$ cat src/rtl/smpc_pkg.sv
// Shared types and byte constants for the SMPC peripheral collector.
// The state enum is used by the top; header bytes by the port sequencer.
package smpc_pkg;

  typedef enum logic [2:0] {
    ST_IDLE,
    ST_PHDR,
    ST_IDB,
    ST_FETCH,
    ST_PAGE,
    ST_DONE
  } smpc_state_e;

  localparam logic [7:0] HDR_EMPTY   = 8'hF0;
  localparam logic [7:0] HDR_PRESENT = 8'hF1;
  localparam logic [7:0] ID_NONE     = 8'hFF;

  function automatic logic [3:0] clamp_len(input logic [3:0] len, input int unsigned max_len);
    clamp_len = (32'(len) > max_len) ? 4'(max_len) : len;
  endfunction

endpackage

$ cat src/rtl/smpc_port_seq.sv
// Per-port header/length decode for the collector: selects the latched
// descriptor of the current port and forms its header and ID/length bytes.
module smpc_port_seq
  import smpc_pkg::*;
#(
  parameter int NUM_PORTS = 2,
  parameter int MAX_LEN   = 15,
  parameter int PORT_W    = 1
) (
  input  logic [NUM_PORTS-1:0]   port_en,
  input  logic [8*NUM_PORTS-1:0] pad_id,
  input  logic [4*NUM_PORTS-1:0] pad_len,
  input  logic [PORT_W-1:0]      port,
  output logic                   has_dev,
  output logic [7:0]             hdr_byte,
  output logic [7:0]             idb_byte,
  output logic [3:0]             len_c
);

  logic [NUM_PORTS-1:0] dev_ok;
  logic [3:0]           len_arr [NUM_PORTS];
  logic [3:0]           id_hi_arr [NUM_PORTS];
  logic [3:0]           sel_id_hi;

  for (genvar gi = 0; gi < NUM_PORTS; gi++) begin : g_port
    assign dev_ok[gi]    = port_en[gi] && (pad_id[8*gi +: 8] != ID_NONE);
    assign len_arr[gi]   = clamp_len(pad_len[4*gi +: 4], MAX_LEN);
    assign id_hi_arr[gi] = pad_id[8*gi+4 +: 4];
  end

  always_comb begin
    has_dev   = 1'b0;
    len_c     = 4'd0;
    sel_id_hi = 4'd0;
    for (int i = 0; i < NUM_PORTS; i++) begin
      if (port == PORT_W'(i)) begin
        has_dev   = dev_ok[i];
        len_c     = len_arr[i];
        sel_id_hi = id_hi_arr[i];
      end
    end
  end

  assign hdr_byte = has_dev ? HDR_PRESENT : HDR_EMPTY;
  assign idb_byte = {sel_id_hi, len_c};

endmodule

$ cat src/rtl/smpc_periph_collector.sv
// Collects per-port pad headers and payloads into a paged output buffer,
// pausing at each full page until the host continues or aborts.
module smpc_periph_collector
  import smpc_pkg::*;
#(
  parameter  int NUM_PORTS  = 2,
  parameter  int OREG_DEPTH = 32,
  parameter  int MAX_LEN    = 15,
  localparam int PORT_W     = (NUM_PORTS > 1) ? $clog2(NUM_PORTS) : 1,
  localparam int ADDR_W     = $clog2(OREG_DEPTH)
) (
  input  logic                   CLK,
  input  logic                   RST_N,
  input  logic                   CE,
  input  logic                   START,
  input  logic                   CONT,
  input  logic                   BRK,
  input  logic [NUM_PORTS-1:0]   PORT_EN,
  input  logic [8*NUM_PORTS-1:0] PAD_ID,
  input  logic [4*NUM_PORTS-1:0] PAD_LEN,
  output logic                   PAD_REQ,
  output logic [PORT_W-1:0]      PAD_PORT,
  output logic [3:0]             PAD_IDX,
  input  logic                   PAD_ACK,
  input  logic [7:0]             PAD_DATA,
  output logic                   OREG_WE,
  output logic [ADDR_W-1:0]      OREG_ADDR,
  output logic [7:0]             OREG_WD,
  output logic                   PAGE_RDY,
  output logic                   MORE,
  output logic                   BUSY
);

  smpc_state_e state_reg, state_next, rs_state_reg, rs_state_next, adv_state;
  logic [PORT_W-1:0] port_reg, port_next, rs_port_reg, rs_port_next, adv_port;
  logic [3:0]        idx_reg, idx_next, rs_idx_reg, rs_idx_next, adv_idx;
  logic [ADDR_W-1:0] addr_reg, addr_next;
  logic [NUM_PORTS-1:0]   en_reg;
  logic [8*NUM_PORTS-1:0] id_reg;
  logic [4*NUM_PORTS-1:0] len_reg;
  logic page_rdy_reg, more_reg;
  logic wr_en, latch_en, page_set, more_set, step_port;
  logic [7:0] wr_data;
  logic has_dev;
  logic [7:0] hdr_byte, idb_byte;
  logic [3:0] len_c;

  smpc_port_seq #(
    .NUM_PORTS(NUM_PORTS),
    .MAX_LEN  (MAX_LEN),
    .PORT_W   (PORT_W)
  ) u_port_seq (
    .port_en (en_reg),
    .pad_id  (id_reg),
    .pad_len (len_reg),
    .port    (port_reg),
    .has_dev (has_dev),
    .hdr_byte(hdr_byte),
    .idb_byte(idb_byte),
    .len_c   (len_c)
  );

  always_comb begin
    state_next    = state_reg;
    port_next     = port_reg;
    idx_next      = idx_reg;
    addr_next     = addr_reg;
    rs_state_next = rs_state_reg;
    rs_port_next  = rs_port_reg;
    rs_idx_next   = rs_idx_reg;
    adv_state     = state_reg;
    adv_port      = port_reg;
    adv_idx       = idx_reg;
    wr_en         = 1'b0;
    wr_data       = 8'h00;
    latch_en      = 1'b0;
    page_set      = 1'b0;
    more_set      = 1'b0;
    step_port     = 1'b0;
    if (CE) begin
      if (BRK && state_reg != ST_IDLE) begin
        state_next = ST_IDLE;
      end else begin
        case (state_reg)
          ST_IDLE: if (START) begin
            latch_en   = 1'b1;
            state_next = ST_PHDR;
            port_next  = '0;
            idx_next   = '0;
            addr_next  = '0;
          end
          ST_PHDR: begin
            wr_en   = 1'b1;
            wr_data = hdr_byte;
            if (has_dev) adv_state = ST_IDB;
            else         step_port = 1'b1;
          end
          ST_IDB: begin
            wr_en   = 1'b1;
            wr_data = idb_byte;
            adv_idx = '0;
            if (len_c == 4'd0) step_port = 1'b1;
            else               adv_state = ST_FETCH;
          end
          ST_FETCH: if (PAD_ACK) begin
            wr_en   = 1'b1;
            wr_data = PAD_DATA;
            if (idx_reg == len_c - 4'd1) step_port = 1'b1;
            else                         adv_idx   = idx_reg + 4'd1;
          end
          ST_PAGE: if (CONT) begin
            state_next = rs_state_reg;
            port_next  = rs_port_reg;
            idx_next   = rs_idx_reg;
            addr_next  = '0;
          end
          ST_DONE: state_next = ST_IDLE;
          default: state_next = ST_IDLE;
        endcase

        if (step_port) begin
          adv_idx = '0;
          if (port_reg == PORT_W'(NUM_PORTS - 1)) begin
            adv_state = ST_DONE;
          end else begin
            adv_state = ST_PHDR;
            adv_port  = port_reg + PORT_W'(1);
          end
        end

        // A write into the last slot pauses only if the walk is not finished.
        if (wr_en) begin
          addr_next = addr_reg + ADDR_W'(1);
          if (addr_reg == ADDR_W'(OREG_DEPTH - 1) && adv_state != ST_DONE) begin
            state_next    = ST_PAGE;
            rs_state_next = adv_state;
            rs_port_next  = adv_port;
            rs_idx_next   = adv_idx;
            page_set      = 1'b1;
            more_set      = 1'b1;
          end else begin
            state_next = adv_state;
            port_next  = adv_port;
            idx_next   = adv_idx;
            page_set   = (adv_state == ST_DONE);
          end
        end
      end
    end
  end

  always_ff @(posedge CLK or negedge RST_N) begin
    if (!RST_N) begin
      state_reg    <= ST_IDLE;
      port_reg     <= '0;
      idx_reg      <= '0;
      addr_reg     <= '0;
      rs_state_reg <= ST_IDLE;
      rs_port_reg  <= '0;
      rs_idx_reg   <= '0;
      en_reg       <= '0;
      id_reg       <= '0;
      len_reg      <= '0;
      page_rdy_reg <= 1'b0;
      more_reg     <= 1'b0;
    end else begin
      state_reg    <= state_next;
      port_reg     <= port_next;
      idx_reg      <= idx_next;
      addr_reg     <= addr_next;
      rs_state_reg <= rs_state_next;
      rs_port_reg  <= rs_port_next;
      rs_idx_reg   <= rs_idx_next;
      page_rdy_reg <= page_set;
      more_reg     <= more_set;
      if (latch_en) begin
        en_reg  <= PORT_EN;
        id_reg  <= PAD_ID;
        len_reg <= PAD_LEN;
      end
    end
  end

  assign PAD_REQ   = (state_reg == ST_FETCH);
  assign PAD_PORT  = port_reg;
  assign PAD_IDX   = idx_reg;
  assign OREG_WE   = wr_en;
  assign OREG_ADDR = addr_reg;
  assign OREG_WD   = wr_data;
  assign PAGE_RDY  = page_rdy_reg;
  assign MORE      = more_reg;
  assign BUSY      = (state_reg != ST_IDLE);

endmodule
$ cat config.mk
export PLATFORM = sky130hd
export DESIGN_NAME = smpc_periph_collector
export DESIGN_NICKNAME = d
export VERILOG_FILES = /design/src/rtl/smpc_pkg.sv /design/src/rtl/smpc_port_seq.sv /design/src/rtl/smpc_periph_collector.sv
export SDC_FILE = /design/constraint.sdc
export NUM_CORES = 1
export LEC_CHECK = 0
export ABC_CLOCK_PERIOD_IN_PS = 6000
export BUFFER_PORTS_ARGS = -buffer_cell sky130_fd_sc_hd__buf_4
export CAP_MARGIN = 0
export CORE_MARGIN = 4
export CORE_UTILIZATION = 50
export CTS_CLUSTER_SIZE = 25
export DETAILED_ROUTE_END_ITERATION = 10
export PLACE_DENSITY_LB_ADDON = 0.15
export SLEW_MARGIN = 20
export SYNTH_ARGS = -nofsm -noshare
export SYNTH_HDL_FRONTEND = slang
export SYNTH_SLANG_ARGS = --single-unit
$ cat constraint.sdc
create_clock -name CLK -period 6 [get_ports CLK]
set_input_delay 1.2 -clock CLK [delete_from_list [all_inputs] [get_ports CLK]]
set_output_delay 1.2 -clock CLK [all_outputs]
set_load 0.01 [all_outputs]
==> key figures <==
Synthesis
  • Syn. warnings: 0
  • Count of cell types in the netlist: 61
  • Post-Syn Nets: 355
  • Syn avg cell area: 9.58 um^2
  • Post-synth top area share: 41.4%
  • Dominant cell type by area after synthesis: dfrtp_1
  • Fraction of registers with async set/reset: 100%
  • Synth top area cells: dfrtp_1 41%, mux2_2 12%, nor2_1 4.3%
  • Number of synthesized flops with an enable pin: 0
  • Ys flop type: dfrtp_1
  • Mapped Cells: 309
  • Sequential cell area fraction in the yosys report: 41.4%
  • FF+latch count, synth: 49
  • Cell Area, Synth: 2960 um^2

Floorplanning
  • Core area: 5640 um^2
  • DIE HEIGHT: 85.0 um
  • Die area: 7220 um^2
  • Starting Density: 52.5%
  • I/O Pins: 64
  • FP Rows: 27
  • Die X: 85.0 um

Clocking
  • Worst-skew pair later-pin latency: 0.31 ns
  • Hold Buf Count CTS: 0
  • Clock-pin slew on the worst setup and hold paths: 0.09 ns
  • Post-CTS Setup Repair Bufs: 0
  • CTS H-tree lvls: 2
  • CTS tree: built
  • Clock sinks: 49
  • CTS Buf Count: 5
  • # resized after CTS: 0
  • Max clock buf depth: 2
  • CTS root buf: clkbuf_8

Power and ir drop
  • Leakage power: 0.00157 uW
  • VDD IR-drop max: 0.220 mV
  • Power per cell area: 453 nW/um^2

Place
  • Placed wire-length estimate: 5.58 mm
  • I/O Buffers: 63
  • Cell total after placement: 427
  • RePlAce Congestion: 0.844

Global routing
  • Largest net degree at the start of global routing: 50
  • GRT overflow: 0
  • First-pass GRT wire length: 12.6 mm
  • Gr usage total: 21.7%
  • Vias in the first global route: 2597
  • Initial antenna violation count: 0

Critical path
  • Worst path slowest cell: or4b_1
  • Max FO, Critical Path: 12
  • CP cell instances: buf_4 > or4b_1 > nor2_1 > buf_4
  • WS Path Type: in -> out
  • Crit path from: BRK
  • CP endpoint kind: primary output
  • Delay-heaviest family, CP: simple AND/OR/NAND/NOR gates
  • Reg2reg setup slack: 2.52 ns
  • Worst EP arrival: 2.89 ns
  • Most used cell, CP: buf_4
  • Critical path endpoint: OREG_WE
  • Reg2Reg Capture Point: rs_idx_reg[1]
  • Critical Path Max Stage Delay: 0.72 ns
  • Required time of the worst setup path: 4.80 ns
  • WP depth: 4
  • Reg2Reg Launch Point: PAD_PORT
  • Depth of the most critical reg-to-reg path: 9
  • Worst path buffer plus inverter count: 2
  • Worst setup SP type: primary input

Route
  • DR pass1 iterations: 4
  • Vias: 2583
  • Drt wl/cell: 17.1 um
  • Drt total wl: 7.42 mm
  • Post-route DRC: 0
  • Detail Route Antenna Nets: 0
  • Initial DRC count: 225
  • Vias/cell: 5.94

Final layout
  • Final cell count without fillers: 435
  • Fin util: 62.8%
  • Max FFs per register: 16
  • Area delta synth->final: 19.6%
  • Number of antenna diodes: 0
  • Layout cell share with drive strength beyond 1: 32.0%
  • Final nets: 408

Timing
  • Fin. Hold Viols: 0
  • Crit path time final: 4.09 ns
  • Clock Skews: 0.00508 ns
  • Fmax achieved: 0.244 GHz
  • Fin. max-slew vios: 0
  • Rel. slew slack: 38.5%
  • Setup violations, final: 0
  • Setup TNS: 0 ns
  • Final worst path period share: 68.2%
  • Worst slew pin tran: 0.923 ns
  • RSZ-0062 raised after global routing: no
  • Hold slack: 0.511 ns

Hold path
  • Hold Path Class: reg -> reg

Status
  • Status: complete, no violations

Job
  • Total of max-cap violations: 0
==> report_power, final <==
group	total (uW)	internal [uW]	leakage, uW	switching [uW]
Clock	195	82.3	0.0000374	113
Sequential	599	451	0.000593	148
Combinational	812	385	0.000940	426
Total	1610	919	0.00157	687
==> metrics by stage <==
step | power, uW | instance area, um^2 | worst slack [ns]
after detailed placement | 1410 | 3450 | 1.92
after global routing | 1740 | 3540 | 1.79
after floorplan | 1180 | 2960 | 2.42
after global placement | 1390 | 3450 | 1.95
final | 1610 | 3540 | 1.91
after CTS | 1610 | 3540 | 1.91
==> layer usage <==
layer / vias to the layer above / part of all wire [%] / GRT usage [%]
met5: - / 0 / 0
met3: 16 / 7.2 / 4.27
met4: 0 / 2.4 / 6.91
met1: 1233 / 41 / 28.6
li1: 1232 / - / -
met2: 102 / 49 / 35.7
==> logic make-up after synthesis <==
logic type	count (synthesis)	synth area share, %
xor gates and xnor gates	6	1.77
AOI/OAI and AO/OA	72	17.2
and+or+nand+nor	111	19.1
buffers and inverters	29	4.10
muxes	37	14.3
DFF	49	41.4
adders and majority gates	5	2.11
==> cells in the final DEF (no fill, tap or decap), types with 2 or more instances in the layout <==
cell type | Yosys | final
a211oi_1 | 2 | 2
a21o_1 | 2 | 2
a21oi_1 | 14 | 14
a22o_1 | 4 | 4
a22oi_1 | 2 | 2
a31oi_1 | 7 | 7
and2_1 | 3 | 3
and3_1 | 4 | 4
buf_4 | 1 | 64
clkbuf_8 | 0 | 5
clkinvlp_4 | 0 | 2
dfrtp_1 | 49 | 49
ha_1 | 5 | 5
inv_1 | 11 | 11
mux2_2 | 32 | 32
mux2i_1 | 4 | 4
nand2_1 | 28 | 28
nand2b_1 | 2 | 2
nand3_1 | 8 | 8
nand4_1 | 7 | 7
nor2_1 | 34 | 33
nor2b_1 | 4 | 4
nor3_1 | 5 | 5
nor3b_1 | 2 | 2
o211ai_1 | 5 | 5
o21ai_0 | 10 | 10
o21ai_1 | 6 | 6
o31ai_1 | 2 | 2
o31ai_2 | 2 | 2
or3_1 | 4 | 4
xnor2_1 | 3 | 3
xor2_1 | 3 | 3
==> area by class of cell <==
type,instances,area [um^2]
inverters,11,41.3
flip-flops and latches,49,1230
well taps,72,90.1
clock inverters,2,15.0
clock buffers,6,72.6
fillers,503,2100
multi-input cells,231,1620
repair buffers,64,480
==> worst min path at each step <==
stage / from / endpoint / slack [ns] / depth (start not counted)
floorplan: rs_state_reg[2] / rs_state_reg[2] / 0.47 / 1
finish: len_reg[6] / len_reg[6] / 0.51 / 1
detailed placement: len_reg[6] / len_reg[6] / 0.49 / 1
global placement: rs_state_reg[2] / rs_state_reg[2] / 0.49 / 1
global route: len_reg[2] / len_reg[2] / 0.52 / 1
CTS: len_reg[6] / len_reg[6] / 0.51 / 1
==> cells in the mapped netlist (all sizes together), types with 2 or more instances <==
cell type   n
xnor2       3
nand4       7
o211ai      5
a211oi      2
or3         4
xor2        3
nor3        5
a31oi       7
nor2b       4
o31ai       4
and3        5
mux2i       5
buf         5
clkbuf     13
inv        11
o22ai       2
nand2b      2
a22o        4
ha          5
a22oi       2
or2         2
dfrtp      49
mux2       32
a21o        2
nor3b       2
nor2       35
nor4        2
and2        3
nand2      28
a21oi      14
o21ai      17
nand3       8
Note: power is estimated with default switching activity, not from simulation.
